$ cat src/rtl/io_hub_pkg.sv
// Shared definitions for the io_hub peripheral: register map, bit positions
// inside CTRL/STATUS/INT_PEND, and the transmit sequencer state encoding.
package io_hub_pkg;

  localparam logic [7:0] OFF_CTRL     = 8'd0;
  localparam logic [7:0] OFF_STATUS   = 8'd1;
  localparam logic [7:0] OFF_TXDATA   = 8'd2;
  localparam logic [7:0] OFF_RXDATA   = 8'd3;
  localparam logic [7:0] OFF_GPIO_OUT = 8'd4;
  localparam logic [7:0] OFF_GPIO_DIR = 8'd5;
  localparam logic [7:0] OFF_GPIO_IN  = 8'd6;
  localparam logic [7:0] OFF_INT_VEC  = 8'd7;
  localparam logic [7:0] OFF_INT_PEND = 8'd8;
  localparam logic [7:0] OFF_LAST     = OFF_INT_PEND;

  localparam int CTRL_TX_EN       = 0;
  localparam int CTRL_RX_EN       = 1;
  localparam int CTRL_GPIO_INT_EN = 2;
  localparam int CTRL_RX_INT_EN   = 3;
  localparam int CTRL_W           = 4;

  localparam int ST_TXQ_FULL   = 0;
  localparam int ST_TXQ_EMPTY  = 1;
  localparam int ST_RX_AVAIL   = 2;
  localparam int ST_RX_OVERRUN = 3;
  localparam int ST_TX_DROP    = 4;
  localparam int ST_TX_ACTIVE  = 5;

  localparam int PEND_RX   = 0;
  localparam int PEND_GPIO = 1;
  localparam int PEND_W    = 2;

  typedef enum logic [1:0] {
    TX_IDLE      = 2'd0,
    TX_START     = 2'd1,
    TX_WAIT_BUSY = 2'd2,
    TX_WAIT_DONE = 2'd3
  } tx_state_e;

  function automatic logic [7:0] status_word(
    input logic txq_full,
    input logic txq_empty,
    input logic rx_avail,
    input logic rx_overrun,
    input logic tx_drop,
    input logic tx_active
  );
    logic [7:0] s;
    s = '0;
    s[ST_TXQ_FULL]   = txq_full;
    s[ST_TXQ_EMPTY]  = txq_empty;
    s[ST_RX_AVAIL]   = rx_avail;
    s[ST_RX_OVERRUN] = rx_overrun;
    s[ST_TX_DROP]    = tx_drop;
    s[ST_TX_ACTIVE]  = tx_active;
    return s;
  endfunction

endpackage

$ cat src/rtl/io_hub_fifo.sv
// Byte-wide transmit queue. A push is judged against fullness at the start of
// the cycle, so a push into a full queue is lost even if a pop happens too.
module io_hub_fifo #(
  parameter int DEPTH = 4
) (
  input  logic       clock,
  input  logic       reset,
  input  logic       push,
  input  logic       pop,
  input  logic [7:0] w_data,
  output logic       full,
  output logic       empty,
  output logic [7:0] head
);

  localparam int AW = (DEPTH > 1) ? $clog2(DEPTH) : 1;

  logic [7:0]    mem [DEPTH];
  logic [AW-1:0] wr_ptr;
  logic [AW-1:0] rd_ptr;
  logic [AW:0]   count;
  logic          do_push;
  logic          do_pop;

  assign full    = (count == (AW + 1)'(DEPTH));
  assign empty   = (count == '0);
  assign do_push = push && !full;
  assign do_pop  = pop && !empty;
  assign head    = mem[rd_ptr];

  // DEPTH is a power of two, so the pointers wrap naturally.
  always_ff @(posedge clock) begin
    if (reset) begin
      wr_ptr <= '0;
      rd_ptr <= '0;
      count  <= '0;
      for (int i = 0; i < DEPTH; i++) begin
        mem[i] <= '0;
      end
    end else begin
      if (do_push) begin
        mem[wr_ptr] <= w_data;
        wr_ptr      <= wr_ptr + 1'b1;
      end
      if (do_pop) begin
        rd_ptr <= rd_ptr + 1'b1;
      end
      case ({do_push, do_pop})
        2'b10:   count <= count + 1'b1;
        2'b01:   count <= count - 1'b1;
        default: count <= count;
      endcase
    end
  end

endmodule

$ cat src/rtl/io_hub.sv
// Memory-mapped IO hub: UART transmit queue and sequencer, single-byte receive
// holding register, GPIO with synchronised inputs, and a two-source interrupt.
module io_hub
  import io_hub_pkg::*;
#(
  parameter int         GPIO_W    = 8,
  parameter int         TXQ_DEPTH = 4,
  parameter logic [7:0] BASE      = 8'hF0
) (
  input  logic              clock,
  input  logic              reset,
  input  logic [7:0]        addr,
  input  logic [7:0]        w_data,
  input  logic              w_en,
  input  logic              r_en,
  output logic [7:0]        r_data,
  output logic              hit,
  input  logic [GPIO_W-1:0] gpio_in,
  output logic [GPIO_W-1:0] gpio_out,
  output logic [GPIO_W-1:0] gpio_oe,
  output logic [7:0]        tx_byte,
  output logic              tx_start,
  input  logic              tx_busy,
  input  logic [7:0]        rx_byte,
  input  logic              rx_valid,
  output logic              int_req,
  output logic [7:0]        int_vec,
  output tx_state_e         tx_state
);

  // Handshakes: w_en/r_en are single-cycle strobes qualifying addr (and
  // w_data) in that cycle; rx_valid and tx_start are one-cycle pulses with
  // their byte valid in the same cycle; tx_busy is a level from the UART.

  logic [8:0]        addr_ext;
  logic [7:0]        off;
  logic              wr;
  logic              rd;

  logic [CTRL_W-1:0] ctrl;
  logic [GPIO_W-1:0] gpio_out_r;
  logic [GPIO_W-1:0] gpio_dir_r;
  logic [7:0]        int_vec_r;
  logic [PEND_W-1:0] int_pend;
  logic [7:0]        rx_data;
  logic              rx_avail;
  logic              rx_overrun;
  logic              tx_drop;
  logic [GPIO_W-1:0] gpio_s1;
  logic [GPIO_W-1:0] gpio_s2;
  logic [GPIO_W-1:0] gpio_prev;

  logic              txq_push;
  logic              txq_pop;
  logic              txq_full;
  logic              txq_empty;
  logic [7:0]        txq_head;

  logic              tx_active;
  logic              rx_accept;
  logic              rx_load;
  logic              gpio_rise;
  logic [PEND_W-1:0] pend_set;
  logic [PEND_W-1:0] pend_clr;

  assign addr_ext = {1'b0, addr};
  assign hit      = (addr_ext >= {1'b0, BASE}) &&
                    (addr_ext <= ({1'b0, BASE} + {1'b0, OFF_LAST}));
  assign off      = addr - BASE;
  assign wr       = w_en && hit;
  assign rd       = r_en && hit;

  assign txq_push  = wr && (off == OFF_TXDATA);
  assign txq_pop   = (tx_state == TX_START);
  assign tx_active = (tx_state != TX_IDLE);

  assign rx_accept = rx_valid && ctrl[CTRL_RX_EN];
  assign rx_load   = rd && (off == OFF_RXDATA);
  assign gpio_rise = |(gpio_s2 & ~gpio_prev);

  always_comb begin
    pend_set            = '0;
    pend_set[PEND_RX]   = rx_accept && ctrl[CTRL_RX_INT_EN];
    pend_set[PEND_GPIO] = gpio_rise && ctrl[CTRL_GPIO_INT_EN];
    pend_clr            = '0;
    if (wr && (off == OFF_INT_PEND)) begin
      pend_clr = w_data[PEND_W-1:0];
    end
  end

  io_hub_fifo #(
    .DEPTH (TXQ_DEPTH)
  ) u_txq (
    .clock  (clock),
    .reset  (reset),
    .push   (txq_push),
    .pop    (txq_pop),
    .w_data (w_data),
    .full   (txq_full),
    .empty  (txq_empty),
    .head   (txq_head)
  );

  always_comb begin
    r_data = '0;
    if (hit) begin
      case (off)
        OFF_CTRL:     r_data = 8'(ctrl);
        OFF_STATUS:   r_data = status_word(txq_full, txq_empty, rx_avail,
                                           rx_overrun, tx_drop, tx_active);
        OFF_RXDATA:   r_data = rx_data;
        OFF_GPIO_OUT: r_data = 8'(gpio_out_r);
        OFF_GPIO_DIR: r_data = 8'(gpio_dir_r);
        OFF_GPIO_IN:  r_data = 8'(gpio_s2);
        OFF_INT_VEC:  r_data = int_vec_r;
        OFF_INT_PEND: r_data = 8'(int_pend);
        default:      r_data = '0;
      endcase
    end
  end

  always_ff @(posedge clock) begin
    if (reset) begin
      ctrl       <= '0;
      gpio_out_r <= '0;
      gpio_dir_r <= '0;
      int_vec_r  <= '0;
      int_pend   <= '0;
      int_req    <= 1'b0;
      tx_drop    <= 1'b0;
      gpio_s1    <= '0;
      gpio_s2    <= '0;
      gpio_prev  <= '0;
    end else begin
      if (wr) begin
        case (off)
          OFF_CTRL:     ctrl       <= w_data[CTRL_W-1:0];
          OFF_GPIO_OUT: gpio_out_r <= w_data[GPIO_W-1:0];
          OFF_GPIO_DIR: gpio_dir_r <= w_data[GPIO_W-1:0];
          OFF_INT_VEC:  int_vec_r  <= w_data;
          default:      ;
        endcase
      end
      if (txq_push && txq_full) begin
        tx_drop <= 1'b1;
      end else if (wr && (off == OFF_STATUS) && w_data[ST_TX_DROP]) begin
        tx_drop <= 1'b0;
      end
      gpio_s1   <= gpio_in;
      gpio_s2   <= gpio_s1;
      gpio_prev <= gpio_s2;
      // A set event in the same cycle as a write-1-to-clear keeps the bit set.
      int_pend  <= (int_pend & ~pend_clr) | pend_set;
      int_req   <= |int_pend;
    end
  end

  always_ff @(posedge clock) begin
    if (reset) begin
      rx_data    <= '0;
      rx_avail   <= 1'b0;
      rx_overrun <= 1'b0;
    end else if (rx_accept) begin
      rx_data    <= rx_byte;
      rx_avail   <= 1'b1;
      rx_overrun <= rx_load ? 1'b0 : (rx_overrun | rx_avail);
    end else if (rx_load) begin
      rx_avail   <= 1'b0;
      rx_overrun <= 1'b0;
    end
  end

  // tx_start/tx_byte are registered on the IDLE->START transition so the
  // pulse coincides with START, the cycle in which the head is popped.
  always_ff @(posedge clock) begin
    if (reset) begin
      tx_state <= TX_IDLE;
      tx_start <= 1'b0;
      tx_byte  <= '0;
    end else begin
      tx_start <= 1'b0;
      case (tx_state)
        TX_IDLE: begin
          if (ctrl[CTRL_TX_EN] && !txq_empty) begin
            tx_state <= TX_START;
            tx_start <= 1'b1;
            tx_byte  <= txq_head;
          end
        end
        TX_START:     tx_state <= TX_WAIT_BUSY;
        TX_WAIT_BUSY: if (tx_busy) tx_state <= TX_WAIT_DONE;
        TX_WAIT_DONE: if (!tx_busy) tx_state <= TX_IDLE;
        default:      tx_state <= TX_IDLE;
      endcase
    end
  end

  assign gpio_out = gpio_out_r;
  assign gpio_oe  = gpio_dir_r;
  assign int_vec  = int_vec_r;

endmodule
$ cat config.mk
export PLATFORM = sky130hd
export DESIGN_NAME = io_hub
export DESIGN_NICKNAME = d
export VERILOG_FILES = /design/src/rtl/io_hub_pkg.sv /design/src/rtl/io_hub_fifo.sv /design/src/rtl/io_hub.sv
export SDC_FILE = /design/constraint.sdc
export NUM_CORES = 1
export LEC_CHECK = 0
export CAP_MARGIN = 20
export CORE_MARGIN = 2
export CORE_UTILIZATION = 40
export CTS_CLUSTER_DIAMETER = 30
export CTS_CLUSTER_SIZE = 30
export DETAILED_ROUTE_END_ITERATION = 7
export PLACE_DENSITY = 0.65
export SETUP_SLACK_MARGIN = 0.15
export SLEW_MARGIN = 20
export SYNTH_ARGS = -nofsm -noshare
export SYNTH_HDL_FRONTEND = slang
export SYNTH_SLANG_ARGS = --single-unit
$ cat constraint.sdc
create_clock -name clock -period 3.35 [get_ports clock]
set_clock_uncertainty 0.2 [all_clocks]
set_input_delay 1.005 -clock clock [delete_from_list [all_inputs] [get_ports clock]]
set_output_delay 1.005 -clock clock [all_outputs]
set_load 0.01 [all_outputs]
==> results.toml <==
[run_status]
status = "complete, no violations"

[cts]
clk_pin_slew_worst_paths_ns = 0.05
cts.sinks = 116
cts_max_path_buffers = 2
tritoncts = "yes"
ctsHtreeMaxLevel = 4
holdBufCountCts = 0
cts_root_buffer = "clkbuf_16"
clock_latency_ns = 0.42
cts_buffers = 17

[grt]
grt_max_degree = 34
grt_overflow = 0
grt_pass1_wl_um = 19300
grt_usage_pct = 19.5
antenna_found_initial = 0
first_global_vias = 3836

[setup_path]
worstPathArrival_ns = 2.01
crit_type = "in -> out"
cp-start-kind = "input pin"
cp_max_fo = 4
path_buf_inv = 2
r2r-start = "u_txq.count[2]"
end_kind = "output port"
critPathSlowestCell = "or3_4"
crit_chain = "buf_6 -> or3_4 -> nor2_4 -> a21oi_2 -> o21ai_1 -> buf_2"
cp.required_ns = 2.14
startpoint = "addr[1]"
crit_path_max_incr_delay_ns = 0.43
cpLargestDelayFamily = "simple AND/OR/NAND/NOR gates"

[routing]
first_pass_iters = 4
drc = 0
post_drt_wl_per_cell_um = 16.4
drt_iter0_drc = 219
avgViaCountPerCell = 5.20
routed_wl_um = 12100
ant_nets = 0
via_count = 3830

[finish]
drive_gt1_share_pct = 24.2
mostFrequentLayoutCells = "84 x dfxtp_1, 71 x nor2_1, 64 x clkdlybuf4s50_1"
mostFrequentLayoutCell = "dfxtp_1"
nNetsFinal = 621
diodes = 0
area_growth_pct = 40.4

[timing]
fmaxAchievable_mhz = 311
hold-worst-slack_ns = 0.235
drv_slew = 0
period_needed_ns = 3.22
final-setup-viol-count = 0
slew_headroom_pct = 47.8
finalCritPeriodShare_pct = 96.1
rsz0062_at_grt = "true"
hold_viol = 0
tightest_slew_ns = 0.780
setup_tns_ns = 0

[placement]
portBuffers = 82
hpwl_um = 8830
place_congestion = 0.854

[pwr]
p_leak_nw = 2.70
cellPowerDensity_nw_per_um2 = 522
vdd_drop_max_mv = 0.387

[logic_synthesis]
synth-edff-count = 32
synth_cells = 458
yosysWarnings = 0
syn_nets = 502
ys_async_sr_fraction_pct = 0
synthFlopType = "dfxtp_1"
ys_seq_elements = 116
yosysSeqAreaShare_pct = 53.7
synth.avg_cell_area_um2 = 10.7
ys_types = 51
syn-cell-area_um2 = 4920

[floorplanning]
row_count = 40
fp.dieH_um = 115
start_util_pct = 40.9
core_area_um2 = 12000
ios = 83
die-area_um2 = 13200
fp.dieW_um = 115

[job]
drv_cap = 0

[worst_hold_path]
worstHoldPathType = "reg -> reg"
hold_start = "gpio_s1[2]"
## synth_stat cells (3+ instances only)
| master | count | share of area, % |
|---|---|---|
| dfxtp_1 | 84 | 34 |
| nor2_1 | 75 | 5.7 |
| mux2i_1 | 34 | 6.9 |
| edfxtp_1 | 32 | 20 |
| nand2_1 | 28 | 2.1 |
| a21oi_1 | 21 | 2.1 |
| nor2b_1 | 20 | 2.5 |
| inv_1 | 16 | 1.2 |
| clkbuf_1 | 15 | 1.1 |
| o21ai_0 | 15 | 1.5 |
| nand2b_1 | 12 | 1.5 |
| mux4_2 | 9 | 4.1 |
| a22o_1 | 8 | 1.4 |
| nand3b_1 | 8 | 1.2 |
| buf_2 | 7 | 0.71 |
| nand3_1 | 7 | 0.71 |
| o22ai_1 | 6 | 0.76 |
| ha_1 | 5 | 1.3 |
| or3_1 | 5 | 0.64 |
| and2_1 | 4 | 0.51 |
| buf_6 | 4 | 0.92 |
| mux4_1 | 3 | 1.6 |
| xor2_1 | 3 | 0.53 |
## where the power goes
group | internal (mW) | leakage [nW] | total, mW | switching, mW
Clock | 1.30 | 0.316 | 1.94 | 0.635
Combinational | 0.0996 | 1.37 | 0.190 | 0.0901
Sequential | 1.46 | 1.02 | 1.47 | 0.00899
Total | 2.87 | 2.70 | 3.60 | 0.734
## per-stage QoR
stage,util [%],instance area (µm²),instances,total power [mW],setup WS (ns)
2_1_floorplan,-,4920,458,1.58,0.123
4_1_cts,56.5,6790,734,3.61,0.112
5_1_grt,57.5,6900,737,3.70,0.0938
3_5_place_dp,50.5,6070,699,1.67,-0.875
3_3_place_gp,50.5,6070,699,1.66,-0.863
6_report,57.5,6900,737,3.60,0.131
## worst paths after layout
check,end,slack (ns),cells after the start
worst max-delay path,r_data[2],0.13,6
worst min-delay path,gpio_s2[2],0.23,1
worst max register to register,u_txq.count[2],0.74,9
worst min register to register,gpio_s2[2],0.23,1
## flip-flops by register name, indices dropped and copies added (netlist names), 2 cells and up
register and flops:
rx_data 8, gpio_oe 8, int_pend 2, gpio_s1 8, int_vec 8, u_txq.wr_ptr 2
ctrl 4, u_txq.count 3, tx_byte 8, gpio_out 8, gpio_prev 8, u_txq.mem 32
gpio_s2 8, tx_state 2, u_txq.rd_ptr 2
## cell type report
| cell class | instances | area [µm²] |
|---|---|---|
| repair buffers | 127 | 1160 |
| fillers | 1015 | 5110 |
| clock buffers | 27 | 566 |
| flip-flops and latches | 116 | 2640 |
| clock inverters | 5 | 81.3 |
| well taps | 147 | 184 |
| multi-input cells | 298 | 2200 |
| inverters | 17 | 63.8 |
## per-layer routing
layer,global-route usage (%),share of wire (%)
met4,8.84,2.1
met5,0,0
met1,22.3,42
met3,7.33,5.7
met2,32.5,50
## logic make-up after synthesis
logic type | share of synthesized area, %
xor gates and xnor gates | 0.713
AOI/OAI and AO/OA | 8.24
muxes | 12.9
DFF | 53.7
adders and majority gates | 1.68
and+or+nand+nor | 18.5
buffers and inverters | 4.22
## timing repair
action / 4_1_cts / 5_1_grt
endpoints found under the setup margin: 10 / 9
gates resized for setup: 104 / 23
pin swaps: 9 / 16
buffers inserted: 3 / 3
Note: power is estimated with default switching activity, not from simulation.
